--- src/rtl/sine_phase_gen.sv ---
// Phase accumulator front end for sine_table: emits a sine ID and a quarter-turn
// offset cosine ID per sample over a valid/ready handshake, in bursts or free-run.
module sine_phase_gen #(
   parameter int ROM_DEPTH = 64,
   parameter int ADDRW     = $clog2(4*ROM_DEPTH),
   parameter int ACCW      = 16,
   parameter int CNTW      = 16
) (
   input  logic             clk,
   input  logic             rst_n,
   input  logic             start,
   input  logic             stop,
   input  logic [ACCW-1:0]  inc,
   input  logic [ACCW-1:0]  phase_init,
   input  logic [CNTW-1:0]  count,
   input  logic             ready,
   output logic             valid,
   output logic [ADDRW-1:0] id,
   output logic [ADDRW-1:0] id_cos,
   output logic             busy,
   output logic             done
);

   typedef enum logic {IDLE, RUN} state_t;

   localparam logic [ADDRW-1:0] QUARTER = ADDRW'(ROM_DEPTH);

   state_t            state_q, state_d;
   logic [ACCW-1:0]   acc_q, acc_d;
   logic [ACCW-1:0]   inc_q, inc_d;
   logic [CNTW-1:0]   remaining_q, remaining_d;
   logic              free_run_q, free_run_d;
   logic              stop_pend_q, stop_pend_d;
   logic              done_q, done_d;
   logic              last_sample;

   // A burst of count 0 never decrements and only ends on a stop request.
   assign last_sample = (!free_run_q && remaining_q == CNTW'(1)) || stop_pend_q || stop;

   always_comb begin
      state_d     = state_q;
      acc_d       = acc_q;
      inc_d       = inc_q;
      remaining_d = remaining_q;
      free_run_d  = free_run_q;
      stop_pend_d = stop_pend_q;
      done_d      = 1'b0;
      case (state_q)
         IDLE: begin
            if (start) begin
               acc_d       = phase_init;
               inc_d       = inc;
               remaining_d = count;
               free_run_d  = (count == '0);
               stop_pend_d = 1'b0;
               state_d     = RUN;
            end
         end
         RUN: begin
            if (ready) begin
               if (last_sample) begin
                  state_d = IDLE;
                  done_d  = 1'b1;
               end else begin
                  acc_d = acc_q + inc_q;
                  if (!free_run_q) begin
                     remaining_d = remaining_q - CNTW'(1);
                  end
               end
            end else if (stop) begin
               stop_pend_d = 1'b1;
            end
         end
         default: state_d = IDLE;
      endcase
   end

   always_ff @(posedge clk or negedge rst_n) begin
      if (!rst_n) begin
         state_q     <= IDLE;
         acc_q       <= '0;
         inc_q       <= '0;
         remaining_q <= '0;
         free_run_q  <= 1'b0;
         stop_pend_q <= 1'b0;
         done_q      <= 1'b0;
      end else begin
         state_q     <= state_d;
         acc_q       <= acc_d;
         inc_q       <= inc_d;
         remaining_q <= remaining_d;
         free_run_q  <= free_run_d;
         stop_pend_q <= stop_pend_d;
         done_q      <= done_d;
      end
   end

   assign valid  = (state_q == RUN);
   assign busy   = (state_q == RUN);
   assign done   = done_q;
   assign id     = acc_q[ACCW-1 -: ADDRW];
   assign id_cos = id + QUARTER;

endmodule

--- config.mk ---
export PLATFORM = sky130hd
export DESIGN_NAME = sine_phase_gen
export DESIGN_NICKNAME = d
export VERILOG_FILES = /design/src/rtl/sine_phase_gen.sv
export SDC_FILE = /design/constraint.sdc
export NUM_CORES = 1
export LEC_CHECK = 0
export BUFFER_PORTS_ARGS = -buffer_cell sky130_fd_sc_hd__buf_2
export CAP_MARGIN = 30
export CORE_MARGIN = 3
export CORE_UTILIZATION = 53
export CTS_CLUSTER_DIAMETER = 40
export CTS_CLUSTER_SIZE = 20
export DETAILED_ROUTE_END_ITERATION = 7
export GPL_TIMING_DRIVEN = 0
export MAX_ROUTING_LAYER = met4
export PLACE_DENSITY_LB_ADDON = 0.25
export SLEW_MARGIN = 5
export SYNTH_ARGS = -nofsm -noshare
export SYNTH_HDL_FRONTEND = slang
export SYNTH_SLANG_ARGS = --single-unit
--- constraint.sdc ---
create_clock -name clk -period 2.65 [get_ports clk]
set_input_delay 0.265 -clock clk [delete_from_list [all_inputs] [get_ports clk]]
set_output_delay 0.265 -clock clk [all_outputs]
set_load 0.02 [all_outputs]
Word level (Yosys, flattened, before mapping):

Cells that the tools add are included.
W data, S select, Z words.

* flip-flop bits (word level): 52
* input port bits: 53
* output and inout bits: 19
* word-level logic and storage cells: 47

* add/sub/neg operators: 3
* equal/unequal tests: 7
* mux-type cells: 20
* bitwise logic cells: 1
* reduce and logical (&&, ||, !) cells: 9

Operators with widths (number)
* $mux W16: 7
* $pmux W16 S2: 2
* $add A16 B16 Y16: 1
* $eq A16 B1 Y1 const B: 1
* $logic_not A16 Y1: 1
* $sub A16 B1 Y16 const B: 1
* $ne A2 B2 Y1 const B: 6
* $mux W1: 9
* $add A8 B7 Y8 const B: 1
* $reduce_and A3 Y1: 2
* $pmux W1 S2: 2
* $reduce_and A4 Y1: 1
* $logic_or A1 B1 Y1: 2
* $reduce_and A2 Y1: 1
* $logic_and A1 B1 Y1: 1
* $logic_not A1 Y1: 1
* $not A1 Y1: 1

Logic depth before layout (Yosys ltp):

Gate-level depths: netlist (run 1).

* word-level depth: 7
* depth in mapped cells: 9
* mapped depth without buffers: 8

Worst setup path after synthesis (run 1):

OpenSTA, ideal clock, no wires.

* path type: reg-to-reg
* from: register acc_q[0]
* to: register acc_q[10]
* library setup time: 0.124 ns
* arrival: 2.197 ns
* data required time: 2.526 ns
* setup slack: 0.329 ns
* cell stages (with the launch flop): 9
* buffers on the path: 0
* clock period less this slack: 2.321 ns
* path through: dfrtp_1 -> ha_1 -> fa_1 -> a21o_1 -> a221oi_2 -> o21ai_1 -> a311oi_1 -> nor4b_1 -> a211o_1

* word-level cells in the longest chain between the ends: 4

Ends and longest elaborated chain
* start: declaration: RTL line 29 `logic [ACCW-1:0] acc_q, acc_d;`
* start signal: assignment: RTL line 81 `acc_q <= '0;`
* start signal: assignment: RTL line 89 `acc_q <= acc_d;`
* $add A16 B16 Y16: RTL line 65 `acc_d = acc_q + inc_q;`
* $mux W16: RTL line 61 `if (last_sample) begin`
* $mux W16: RTL line 60 `if (ready) begin`
* $pmux W16 S2: RTL line 48 `case (state_q)`

Every way passes these cells. The select of a mux whose other input is x is not followed.
A chain may end at the register's enable or synchronous reset.

Worst setup path after layout (run 1):

* from: register inc_q[0]
* to: register acc_q[10]

* word-level cells in the longest chain between the ends: 4

Ends and longest elaborated chain
* start: declaration: RTL line 30 `logic [ACCW-1:0] inc_q, inc_d;`
* start signal: assignment: RTL line 90 `inc_q <= inc_d;`
* $add A16 B16 Y16: RTL line 65
* $mux W16: RTL line 61
* $mux W16: RTL line 60
* $pmux W16 S2: RTL line 48

Every way passes these cells. The select of a mux whose other input is x is not followed.

==> results of run 1 <==
[per-stage QoR]
step	hold slack (ns)	instance area, um2
after floorplan	-0.03059	3566
after CTS	0.1206	4164
after global routing	0.1326	4175
after detailed placement	0.3126	4038
final	0.1251	4175
after global placement	0.4557	4018
[placed cells by master (no fill, tap or decap), types with 13 or more instances in the layout]
cell type   n
a21oi_1    28
buf_2      74
buf_4      15
dfrtp_1    52
ha_1       17
nand2_1    79
nor2_1     25
nor3b_1    13
o21ai_0    24
[registers in the layout, summed over array words and instances (netlist names)]
register and flops:
acc_q 16, inc_q 16, remaining_q 16, busy 1
done 1, free_run_q 1, stop_pend_q 1
[worst max-delay path by stage]
stage / slack (ns) / to / cells after the start
global placement: 0.14 / acc_q[10]$_DFFE_PN0P_ / 8
detailed placement: 0.1 / acc_q[10]$_DFFE_PN0P_ / 8
global route: 0.03 / acc_q[10]$_DFFE_PN0P_ / 8
finish: 0.16 / acc_q[10]$_DFFE_PN0P_ / 8
CTS: 0.07 / acc_q[10]$_DFFE_PN0P_ / 8
floorplan: 0.33 / acc_q[10]$_DFFE_PN0P_ / 8
[what timing repair did]
action | CTS | global route
setup endpoints to repair | 0 | 2
gates resized for setup | 0 | 1
endpoints found under the hold margin | 25 | 0
hold buffers | 1 | 0
[final cells by class]
cell class | count | area [um2] | share of cell area [%]
clock inverter | 3 | 47.55 | 1.139
clock buffer | 5 | 68.82 | 1.648
sequential | 52 | 1301 | 31.17
multi-input combinational | 313 | 2039 | 48.85
buffer | 33 | 214.0 | 5.124
tap | 77 | 96.34 | 2.307
inverter | 6 | 22.52 | 0.5394
timing repair buffer | 73 | 385.4 | 9.230
[per-layer routing]
metal	GRT usage [%]	share of wire (%)
met2	43.01	51
met4	7.967	1.4
met3	3.951	4.0
met5	-	0
met1	31.23	44
[worst reg2reg max path, stage by stage (launching register included)]
cell and delay [ns]:
dfrtp_1 0.41, ha_1 0.22, fa_1 0.40, a21o_1 0.24, a221oi_4 0.30, o21ai_1 0.16, a311oi_1 0.27, nor4b_1 0.10
a211o_1 0.28
[power by group]
part / switching, W / internal (W) / total, W
Combinational: 0.00148 / 0.00116 / 0.00264
Clock: 0.000286 / 0.000285 / 0.000571
Sequential: 0.000385 / 0.00114 / 0.00153
[kinds of logic after synthesis]
kind of cell    Yosys count  synth area share (%)
flops                    52                 36.49
mux                       9                 2.667
fa+ha+maj                18                 6.526
compound gates          104                 20.25
xor+xnor                 12                 2.947
simple gates            170                 24.49
buf+inv                  39                 6.631
==> run summary, run 1 <==
The H-tree was split into 2 levels. In this run the vertical extent of the chip is 88.03 um. The number of nets in the synthesized netlist is 475. For the post-detailed-placement half-perimeter wirelength, the log shows 6.904 mm. The tool flagged a number of max-cap violations equal to 0. In the final design database the tool counted 555 nets.

The run gives 0 as the number of slew-limit violations in the final report. Summing internal, switching and leakage power gives 0.004739 W. The run gives 72 as the number of ports placed on the die boundary. Count of placed standard cells including taps: 553.

The logs give 3,168 for the via count of the first global-routing pass and 49.93% for the normalized max-slew margin. By area the synthesized netlist is led by dfrtp_1 (36%), nand2_1 (8.3%), ha_1 (6.0%), a21oi_1 (3.9%), o21ai_0 (3.4%). The proportion of synthesized flip-flops having asynchronous set or reset is 100.0%. Count of endpoints failing setup in the final report: 0. The type of destination of the critical path is a flip-flop. The tools report the number of cells produced by synthesis as 404.

The flow ran to the end, and the final reports show no timing, DRC or antenna violations. The floorplan step defined a core boundary enclosing 6422 um2. The total number of placement rows is 29. The cell with the most instances after synthesis is nand2_1.

Along the worst path, the maximum fanout reaches 3. The worst vdd rail ir drop is 0.0005956 V. The first TritonRoute pass finished after 5 iterations. Type of the worst setup path: reg -> reg.

Global routing used 25.42% of the available tracks across all layers. Dividing the detail-routed via count by the number of cells gives 5.811. The tools report the sum of routed wire length over all layers as 9.130 mm. Power per standard cell area: 1135 nW/um2. Ranked by instance count, the synthesized netlist is headed by nand2_1 (79), dfrtp_1 (52), a21oi_1 (28), nor2_1 (25), o21ai_0 (24). The routed layout has 3,266 vias. The startpoint identified for the worst hold timing path is inc[2].

Cells with a size suffix above 1 make up 24.74% of the layout. Buffers added to address setup during post-CTS repair amount to 0. The path with the worst hold slack has its endpoint at inc_q[2]$_DFFE_PN0P_.

Clock latency on the worst-skew pair, taken at its later pin, is 0.32 ns. Entering global routing, the biggest net connects 28 pins. Synthesis inferred 52 register bits. Counting I/O delays and the setup requirement, the final critical path takes 2.491 ns.

The path class of the lowest-slack min-delay path was in -> reg. The number of I/O port buffers was 71. The number of different library cells used by synthesis comes to 64.

The logs give 401.4 MHz for the highest achievable clock rate and 0 for the DRC violations left. The number of enable flip-flop cells after synthesis was 0; the signal arrival time at the worst endpoint was 2.69 ns. The tools report the residual overflow from global routing as 0.

The run gives 0.1590 ns as the worst setup margin. In this run the critical register-to-register path is captured at acc_q[10]$_DFFE_PN0P_. Relative to the synthesized area, the layout overhead comes to 17.09%. For this run, the number of Yosys warnings is 0. Once detail routing completed, the nets flagged for antenna violations numbered 0. The critical path contains buffers and inverters numbering 0 combined.

In this run, the number of DRC markers left after iteration 0 of detailed routing was 170. Across the routed clock network, the largest skew measured is 0.01410 ns. Sequential elements use 36.49% of the synthesized area.

The start point of the critical path was inc_q[0]$_DFFE_PN0P_. The number of antenna violations at the first check in global routing is 0. Mean instance size in the synthesized netlist: 8.827 um2. The minimum setup slack after placement is 0.09676 ns. Setup repair after global routing left no endpoint under its margin. The utilization after layout is 65.01%. From left edge to right edge, the die measures 88.03 um.

Routed length per instance: 16.25 um. For this configuration, the core starts out at a cell density of 55.52%. For the leakage power figure, the log shows 1.985 nW.

Final-report hold violation count: 0. The leading register cell type out of synthesis was dfrtp_1. Summed over all instances, the cell type with the most area after synthesis is dfrtp_1. The worst-margin pin slew is 0.7510 ns. The kind of cell with the highest combined delay along the critical path is compound AO/OA/AOI/OAI gates. Counting every sink on the clock net gives 52. The cell area after synthesis came out at 3566 um2.

The worst register-to-register path begins at inc_q[0]$_DFFE_PN0P_. Across all register-to-register paths, the minimum setup slack is 0.16 ns. The number of clock buffers added by TritonCTS is 5. TritonCTS built the clock tree.

The tools report the required time of the critical path as 2.85 ns. The top cell type by area accounts for 36.49% of the synthesized area. Cell count of the worst hold path: 3. In this run the clock root is driven by a clkbuf_8. The count of inserted antenna diode cells is 0. The delay of the slowest cell on the worst path is 0.41 ns, and the clock slew at the register clock pins of the worst setup and hold paths is 0.11 ns. The first global-routing pass estimated 14.97 mm of wire. The worst setup path is launched from a flip-flop. The worst-case reg-to-reg path depth is 8, and the non-filler instance count after layout is 562.

The area of the die is 7748 um2. Routability-driven placement finished with a final weighted congestion of 0.9049. The filler cells instantiated in the layout total 545.

In this run the deepest clock path goes through 2 buffers. For the final routed database, the setup TNS stands at 0 ns. The final critical-path share of the clock period works out to 94.00%. On the critical path, the stage with the largest delay is an instance of dfrtp_1. Traced cell by cell, the critical path runs through ha_1 -> fa_1 -> a21o_1 -> a221oi_4 -> o21ai_1 -> a311oi_1 -> nor4b_1 -> a211o_1.
No activity file was read; power rests on OpenSTA's default activity.
==> run 2: changes to the inputs <==
--- a/config.mk
+++ b/config.mk
@@ -8,7 +8,7 @@
 export BUFFER_PORTS_ARGS = -buffer_cell sky130_fd_sc_hd__buf_2
 export CAP_MARGIN = 30
 export CORE_MARGIN = 3
-export CORE_UTILIZATION = 53
+export CORE_UTILIZATION = 56
 export CTS_CLUSTER_DIAMETER = 40
 export CTS_CLUSTER_SIZE = 20
 export DETAILED_ROUTE_END_ITERATION = 7
==> run summary, run 2 (synthesized netlist as in run 1, its figures left out) <==
The count of antenna-violating nets left after detailed routing is 0 (unchanged), and the number of clock sinks seen by CTS is 52 (unchanged). Number of antenna violations at the first check in global routing: 0 (unchanged). The tools report the residual overflow from global routing as 0 (unchanged). The run gives 72 (unchanged) as the number of ports placed on the die boundary. Final-report hold violation count: 0 (unchanged).

The aggregate global-route resource usage is 26.05% (was 25.42%). Routing layer with the top usage in global route: met2 (unchanged). The flow ran to the end, and the final reports show no timing, DRC or antenna violations. The area of the die was 7361 um2 (was 7748 um2). The tools report the highest achievable clock rate as 401.1 MHz (was 401.4 MHz).

Startpoint of the worst register-to-register path: acc_q[0]$_DFFE_PN0P_ (was inc_q[0]$_DFFE_PN0P_). TritonCTS built the clock tree. Type of the worst setup path: reg -> reg (unchanged).

The global-route wire length before repair was 14.90 mm (was 14.97 mm); the worst-margin pin slew was 0.6974 ns (was 0.7510 ns). Cell count of the worst hold path: 3 (unchanged). The final critical-path share of the clock period is 94.09% (was 94.00%). The tools report the number of clock buffers inserted by TritonCTS as 5 (unchanged).

Setup repair after global routing left no endpoint under its margin. The average via count per standard cell is 5.914 (was 5.811), and the filler cell count is 504 (was 545). The tools report the setup TNS as 0 ns (unchanged). The logs give 0 (unchanged) for the number of buffers inserted by post-CTS setup repair and 0.004637 W (was 0.004739 W) for the total power consumption of the routed design. Most frequent standard cell in the layout excluding fill and tap cells: nand2_1 (unchanged). The number of vias after detailed routing is 3,312 (was 3,266), and the share of cells above drive strength 1 is 24.33% (was 24.74%). The tools report the startpoint type of the worst setup path as a flip-flop (unchanged). Crit path cell chain: ha_1 -> fa_1 -> a21o_1 -> a221oi_4 -> nor3b_1 -> o31ai_1 -> mux2i_1 -> nand2_1 (was ha_1 -> fa_1 -> a21o_1 -> a221oi_4 -> o21ai_1 -> a311oi_1 -> nor4b_1 -> a211o_1). The flop-to-flop setup slack is 0.16 ns (about the same), and the utilization after layout is 68.81% (was 65.01%). The post-detailed-placement half-perimeter wirelength came out at 6.854 mm (was 6.904 mm). The x dimension of the die is 85.80 um (was 88.03 um). The maximum number of pins on one net before global-route repair is 35 (was 28), and the met3 demand-to-capacity share in global routing is 3.842% (was 3.951%).

The signal arrival time at the worst endpoint is 2.69 ns (about the same). The final net count is 555 (unchanged), and the count of TritonRoute iterations in the first routing pass is 5 (unchanged). Start point of the critical path: acc_q[0]$_DFFE_PN0P_ (was inc_q[0]$_DFFE_PN0P_).

Registers with the most flip-flops: acc_q (16), inc_q (16), remaining_q (16) (unchanged). The delay of the slowest cell on the worst path is 0.41 ns (about the same). The hold slack was 0.1428 ns (was 0.1251 ns). The number of I/O port buffers is 71 (unchanged). The initial core utilization was 59.18% (was 55.52%). The logs give 44.14% (was 43.01%) for the met2 usage in global routing and 28 (was 29) for the total number of placement rows.

The die span in y was 85.80 um (was 88.03 um). Most used cells in the layout excluding fill and tap cells: nand2_1 (79), buf_2 (74), dfrtp_1 (52), a21oi_1 (28), nor2_1 (25) (unchanged). The normalized max-slew margin is 53.51% (was 49.93%), and the via count of the first global-routing pass is 3,197 (was 3,168). The tools report the worst flop-to-flop path endpoint as acc_q[14]$_DFFE_PN0P_ (was acc_q[10]$_DFFE_PN0P_).

DRC marker count from the first detailed-route iteration: 148 (was 170). For the depth of the CTS H-tree, the log shows 2 (unchanged). The tools report the sum of routed wire length over all layers as 9.048 mm (was 9.130 mm). The type of destination of the critical path was a flip-flop (unchanged). The tools report the max-capacitance violation count as 0 (unchanged). The DRC violations left is 0 (unchanged), and the fraction of met1 tracks used by global routing is 32.62% (was 31.23%).

The final worst clock skew was 0.003589 ns (was 0.01410 ns); the non-filler instance count after layout was 560 (was 562). The count of endpoints failing setup in the final report came out at 0 (unchanged). The tools report the leakage power figure as 1.972 nW (was 1.985 nW).

The count of placed standard cells including taps is 551 (was 553). For the maximum buffer depth of the clock tree, the log shows 2 (unchanged). The worst vdd rail ir drop is 0.0006907 V (was 0.0005956 V). The power per standard cell area was 1118 nW/um2 (was 1135 nW/um2).

The count of inserted antenna diode cells is 0 (unchanged), and the minimum period implied by the final worst setup slack is 2.493 ns (was 2.491 ns). The number of slew-limit violations in the final report was 0 (unchanged). The destination of the critical timing path was acc_q[14]$_DFFE_PN0P_ (was acc_q[10]$_DFFE_PN0P_). The synthesis-to-finish area growth came out at 16.28% (was 17.09%).

The run gives 0.8921 (was 0.9049) as the routability congestion estimate from global placement. The clock slew at the register clock pins of the worst setup and hold paths was 0.09 ns (was 0.11 ns). Root buffer selected by CTS: clkbuf_8 (unchanged). The placeable core region is 6026 um2 (was 6422 um2), and the routed length per instance is 16.16 um (was 16.25 um). The critical path's slowest cell is fa_1 (was dfrtp_1). The worst-case reg-to-reg path depth is 8 (unchanged). The required time of the critical path was 2.85 ns (about the same). The critical-path maximum fanout is 3 (unchanged), and the insertion delay of the later-clocked pin in the worst-skew pair is 0.30 ns (was 0.32 ns).

The path class of the lowest-slack min-delay path was in -> reg (unchanged).
run 2: changes by cell type in the layout (fill, tap and decap cells not counted), sizes merged:
cell    previous run  this run
bufinv             1         0
clkbuf            14        17
clkinv             2         0
run 2: critical path, delay by kind of cell (launching register included):
| family | cells | cell delay (ns) |
|---|---|---|
| compound gates | 3 | 0.85 |
| fa+ha+maj | 2 | 0.66 |
| flops | 1 | 0.40 |
| simple gates | 2 | 0.23 |
| mux | 1 | 0.23 |
run 2: report_power, final:
group,leakage (nW),internal (W),switching (W),total [W]
logic,1.30,0.00116,0.00147,0.00263
registers,0.631,0.00114,0.000388,0.00153
clock network,0.0455,0.000214,0.000263,0.000477
total,1.97,0.00252,0.00212,0.00464
run 2: metal layers:
metal	wire length, um	part of all wire (%)
met1	3787	42
met2	4592	51
met3	566	6.3
met4	102	1.1
met5	0	0
run 2: final cells by class:
class / instances / area (um2) / area share [%]
Multi-Input combinational cell: 313 / 2039 / 49.19
Sequential cell: 52 / 1301 / 31.38
Timing Repair Buffer: 73 / 385.4 / 9.294
Buffer: 33 / 214.0 / 5.160
Tap cell: 75 / 93.84 / 2.263
Clock buffer: 8 / 90.09 / 2.173
Inverter: 6 / 22.52 / 0.5431
run 2: worst min path at each step:
stage / from / end
6_report: inc[4] / inc_q[4]$_DFFE_PN0P_
5_1_grt: inc[5] / inc_q[5]$_DFFE_PN0P_
4_1_cts: inc[4] / inc_q[4]$_DFFE_PN0P_
3_5_place_dp: rst_n / acc_q[0]$_DFFE_PN0P_
3_3_place_gp: inc[11] / inc_q[11]$_DFFE_PN0P_
2_1_floorplan: rst_n / acc_q[0]$_DFFE_PN0P_
run 2: repair_timing:
| item | 4_1_cts | 5_1_grt |
|---|---|---|
| endpoints found under the hold margin | 18 | 0 |
| hold buffers | 1 | 0 |
| endpoints found under the setup margin | 0 | 1 |
| gates resized for setup | 0 | 1 |
run 2: per-stage QoR:
| step | cell area, um2 | setup slack (ns) |
|---|---|---|
| floorplan | 3566 | 0.3289 |
| global placement | 4015 | 0.1367 |
| detailed placement | 4035 | 0.09480 |
| CTS | 4135 | 0.08656 |
| global route | 4146 | 0.05283 |
| finish | 4146 | 0.1567 |
==> run 3: changes to the inputs <==
--- a/config.mk
+++ b/config.mk
@@ -5,10 +5,11 @@
 export SDC_FILE = /design/constraint.sdc
 export NUM_CORES = 1
 export LEC_CHECK = 0
+export ABC_AREA = 1
 export BUFFER_PORTS_ARGS = -buffer_cell sky130_fd_sc_hd__buf_2
 export CAP_MARGIN = 30
 export CORE_MARGIN = 3
-export CORE_UTILIZATION = 56
+export CORE_UTILIZATION = 57
 export CTS_CLUSTER_DIAMETER = 40
 export CTS_CLUSTER_SIZE = 20
 export DETAILED_ROUTE_END_ITERATION = 7
==> run summary, run 3 <==
The run finished with clean final reports. The routed length per instance is 12.66 um (was 16.16 um). The highest achievable clock rate came out at 512.2 MHz (was 401.1 MHz). The placeable core region was 6531 um2 (was 6026 um2).

For the number of cells produced by synthesis, the log shows 604 (was 404). The cell with the most instances after synthesis is nand2_1 (unchanged). The DRC marker count from the first detailed-route iteration was 191 (was 148); the initial core utilization was 60.21% (was 59.18%). The routability congestion estimate from global placement is 0.9551 (was 0.8921). Number of antenna violations at the first check in global routing: 0 (unchanged). The tools report the insertion delay of the later-clocked pin in the worst-skew pair as 0.31 ns (was 0.30 ns). The sequential fraction of the synthesis area was 33.09% (was 36.49%).

The number of slew-limit violations in the final report was 0 (unchanged); the mean instance size in the synthesized netlist was 6.511 um2 (was 8.827 um2). Type of the worst setup path: reg -> reg (unchanged). The filler cell count came out at 584 (was 504).

Crit path cell chain: ha_1 -> fa_1 -> nand2_1 -> inv_1 -> nand2_1 -> nand2_1 -> nand3_1 -> nand3_1 -> nand2_1 -> nand3_1 -> nand2_1 -> nand2_1 (was ha_1 -> fa_1 -> a21o_1 -> a221oi_4 -> nor3b_1 -> o31ai_1 -> mux2i_1 -> nand2_1). Number of I/O port buffers: 71 (unchanged). The tools report the depth of the CTS H-tree as 2 (unchanged). The root buffer selected by CTS is clkbuf_8 (unchanged). For the count of TritonRoute iterations in the first routing pass, the log shows 5 (unchanged).

The setup TNS came out at 0 ns (unchanged). The count of inserted antenna diode cells is 0 (unchanged). TritonCTS built the clock tree.

Critical-path maximum fanout: 3 (unchanged). The required time of the critical path came out at 2.86 ns (was 2.85 ns). The tools report the non-filler instance count after layout as 762 (was 560).

The x dimension of the die was 89.06 um (was 85.80 um); the cell count of the worst hold path was 3 (unchanged). The number of ports placed on the die boundary came out at 72 (unchanged). Registers with the most flip-flops: acc_q (16), inc_q (16), remaining_q (16) (unchanged). Type of destination of the critical path: a flip-flop (unchanged). Cell type with the highest aggregate area in the netlist: dfrtp_1 (unchanged). The startpoint type of the worst setup path is a flip-flop (unchanged). The startpoint of the tightest hold check path is inc[1] (was inc[4]).

The clock slew at the register clock pins of the worst setup and hold paths came out at 0.09 ns (about the same). The worst-case hold path end point was inc_q[1]$_DFFE_PN0P_ (was inc_q[4]$_DFFE_PN0P_). The total number of placement rows is 29 (was 28). Fraction of post-synthesis cell area in the top cell type by area: 33.09% (was 36.49%). The tools report the number of different library cells in the post-synthesis netlist as 34 (was 64). The run gives 0.0007974 V (was 0.0006907 V) as the worst vdd rail ir drop. The share of cells above drive strength 1 is 19.85% (was 24.33%). For the total power consumption of the routed design, the log shows 0.005482 W (was 0.004637 W). The area of the die was 7932 um2 (was 7361 um2); the normalized max-slew margin was 59.31% (was 53.51%). The critical path's slowest cell is fa_1 (unchanged). The average via count per standard cell is 5.114 (was 5.914), and the count of endpoints failing setup in the final report is 0 (unchanged). The residual overflow from global routing came out at 0 (unchanged). The cell area after synthesis was 3933 um2 (was 3566 um2); the power per standard cell area was 1212 nW/um2 (was 1118 nW/um2).

The total of cells resized after clock tree synthesis was 0 (unchanged); the maximum number of pins on one net before global-route repair was 28 (was 35). The maximum buffer depth of the clock tree is 2 (unchanged), and the number of vias after detailed routing is 3,897 (was 3,312). Final net count: 755 (was 555). The cell seen most often among critical-path stages was nand2_1. The logs give 0 (unchanged) for the max-capacitance violation count and 2.17 ns (was 2.69 ns) for the signal arrival time at the worst endpoint. The logs give 675 (was 475) for the post-synthesis net count and 69.23% (was 68.81%) for the utilization after layout. The worst flop-to-flop path endpoint was acc_q[12]$_DFFE_PN0P_ (was acc_q[14]$_DFFE_PN0P_). The delay of the slowest cell on the worst path is 0.42 ns (was 0.41 ns), and the flop-to-flop setup slack is 0.70 ns (was 0.16 ns). The via count of the first global-routing pass is 3,645 (was 3,197), and the leakage power figure is 2.685 nW (was 1.972 nW). The proportion of synthesized flip-flops having asynchronous set or reset works out to 100.0% (unchanged). The run gives 0 (unchanged) as the Yosys warning count.

Number of clock sinks seen by CTS: 52 (unchanged). The count of placed standard cells including taps is 753 (was 551), and the aggregate global-route resource usage is 27.10% (was 26.05%). The die span in y came out at 89.06 um (was 85.80 um).

The worst-case reg-to-reg path depth is 12 (was 8), and the number of enable flip-flop cells after synthesis is 0 (unchanged). Critical path's top delay family: simple AND/OR/NAND/NOR gates (was compound AO/OA/AOI/OAI gates). The count of antenna-violating nets left after detailed routing is 0 (unchanged), and the worst path buffer plus inverter count is 1 (was 0). The tools report the sum of routed wire length over all layers as 9.646 mm (was 9.048 mm).

Setup repair after global routing left no endpoint under its margin. The most frequent standard cell in the layout excluding fill and tap cells was nand2_1 (unchanged). Final-report hold violation count: 0 (unchanged). For the final worst clock skew, the log shows 0.006067 ns (was 0.003589 ns). For the final design area excluding fillers, the log shows 4522 um2 (was 4146 um2).

The post-synthesis register bit count was 52 (unchanged). Worst-margin pin slew: 0.6104 ns (was 0.6974 ns). Leading post-synthesis cells by instance count: nand2_1 (280), inv_1 (63), dfrtp_1 (52), nor2_1 (42), nand3_1 (39) (was nand2_1 (79), dfrtp_1 (52), a21oi_1 (28), nor2_1 (25), o21ai_0 (24)). The path class of the lowest-slack min-delay path is in -> reg (unchanged). The post-detailed-placement half-perimeter wirelength is 7.535 mm (was 6.854 mm).

The tools report the global-route wire length before repair as 16.44 mm (was 14.90 mm). The tools report the DRC violations left as 0 (unchanged). The leading register cell type out of synthesis was dfrtp_1 (unchanged). The placed instance area came out at 4404 um2 (was 4035 um2). The synthesis-to-finish area growth came out at 14.99% (was 16.28%). Most used cells in the layout excluding fill and tap cells: nand2_1 (280), buf_2 (75), inv_1 (63), dfrtp_1 (52), nor2_1 (42) (was nand2_1 (79), buf_2 (74), dfrtp_1 (52), a21oi_1 (28), nor2_1 (25)). Area contributors post-synth: dfrtp_1 (33%), nand2_1 (27%), inv_1 (6.0%), ha_1 (5.4%), nand3_1 (5.0%) (was dfrtp_1 (36%), nand2_1 (8.3%), ha_1 (6.0%), a21oi_1 (3.9%), o21ai_0 (3.4%)). The minimum period implied by the final worst setup slack came out at 1.952 ns (was 2.493 ns). The tools report the startpoint of the worst register-to-register path as acc_q[0]$_DFFE_PN0P_ (unchanged). The final critical-path share of the clock period is 73.67% (was 94.09%), and the number of clock buffers inserted by TritonCTS is 5 (unchanged).
-- run 3: cell types whose count changed in the layout (fill, tap and decap cells not counted), sizes merged, moves of 6 or more --
cell / change
xnor2: -6
clkbuf: -7
nand3: +34
mux2i: -6
a21oi: -18
nor3: -6
nor3b: -14
nand2: +212
o21ai: -12
nor2: +22
inv: +61
-- run 3: worst max-delay path by stage --
stage	from	end	slack [ns]	depth (start not counted)
finish	acc_q[0]$_DFFE_PN0P_	acc_q[12]$_DFFE_PN0P_	0.70	12
CTS	acc_q[0]$_DFFE_PN0P_	acc_q[6]$_DFFE_PN0P_	0.71	9
global placement	acc_q[0]$_DFFE_PN0P_	acc_q[6]$_DFFE_PN0P_	0.75	9
floorplan	acc_q[0]$_DFFE_PN0P_	acc_q[6]$_DFFE_PN0P_	0.92	9
detailed placement	acc_q[0]$_DFFE_PN0P_	acc_q[6]$_DFFE_PN0P_	0.74	9
global route	acc_q[0]$_DFFE_PN0P_	acc_q[6]$_DFFE_PN0P_	0.52	9
-- run 3: repair_timing --
action	CTS	global route
hold buffers	1	0
hold endpoints to repair	25	0
buffers inserted	0	0
-- run 3: cell type report --
type / count / area (um2) / area share, %
Sequential cell: 52 / 1301 / 28.78
Buffer: 28 / 203.9 / 4.510
Multi-Input combinational cell: 457 / 2176 / 48.12
Clock buffer: 6 / 72.57 / 1.605
Clock inverter: 2 / 35.03 / 0.7748
Inverter: 67 / 251.5 / 5.562
Timing Repair Buffer: 73 / 385.4 / 8.522
Tap cell: 77 / 96.34 / 2.131
-- run 3: worst register-to-register path, cell delays in order, from the launching register on --
cell     delay (ns)
dfrtp_1        0.40
ha_1           0.24
fa_1           0.42
nand2_1        0.09
inv_1          0.05
nand2_1        0.05
nand2_1        0.12
nand3_1        0.15
nand3_1        0.09
nand2_1        0.07
nand3_1        0.06
nand2_1        0.07
nand2_1        0.04
-- run 3: power by group --
group	internal, W	leakage (nW)	switching (W)	total, W
clock	0.000281	0.0552	0.000275	0.000556
sequential	0.00113	0.649	0.000328	0.00146
combinational	0.00135	1.98	0.00212	0.00346
total	0.00276	2.69	0.00272	0.00548
-- run 3: stage by stage --
step	worst slack [ns]	hold WS, ns
3_3_place_gp	0.7468	0.4583
6_report	0.6977	0.1408
3_5_place_dp	0.7368	0.3087
4_1_cts	0.7095	0.1343
5_1_grt	0.5183	0.1441
2_1_floorplan	0.9153	-0.03059
-- run 3: routing by layer --
layer	wire length [um]	global-route usage (%)	vias to the layer above
li1	-	-	2003
met1	4774	38.64	1760
met2	4220	40.89	125
met3	574	3.594	9
met4	76	6.901	0
met5	0	-	-
-- run 3: cell families after synthesis --
family | count (synthesis) | share of synthesized area [%]
compound gates | 29 | 4.391
xor+xnor | 7 | 1.559
fa+ha+maj | 18 | 5.918
buf+inv | 95 | 11.58
flops | 52 | 33.09
mux | 2 | 0.5091
simple gates | 401 | 42.95
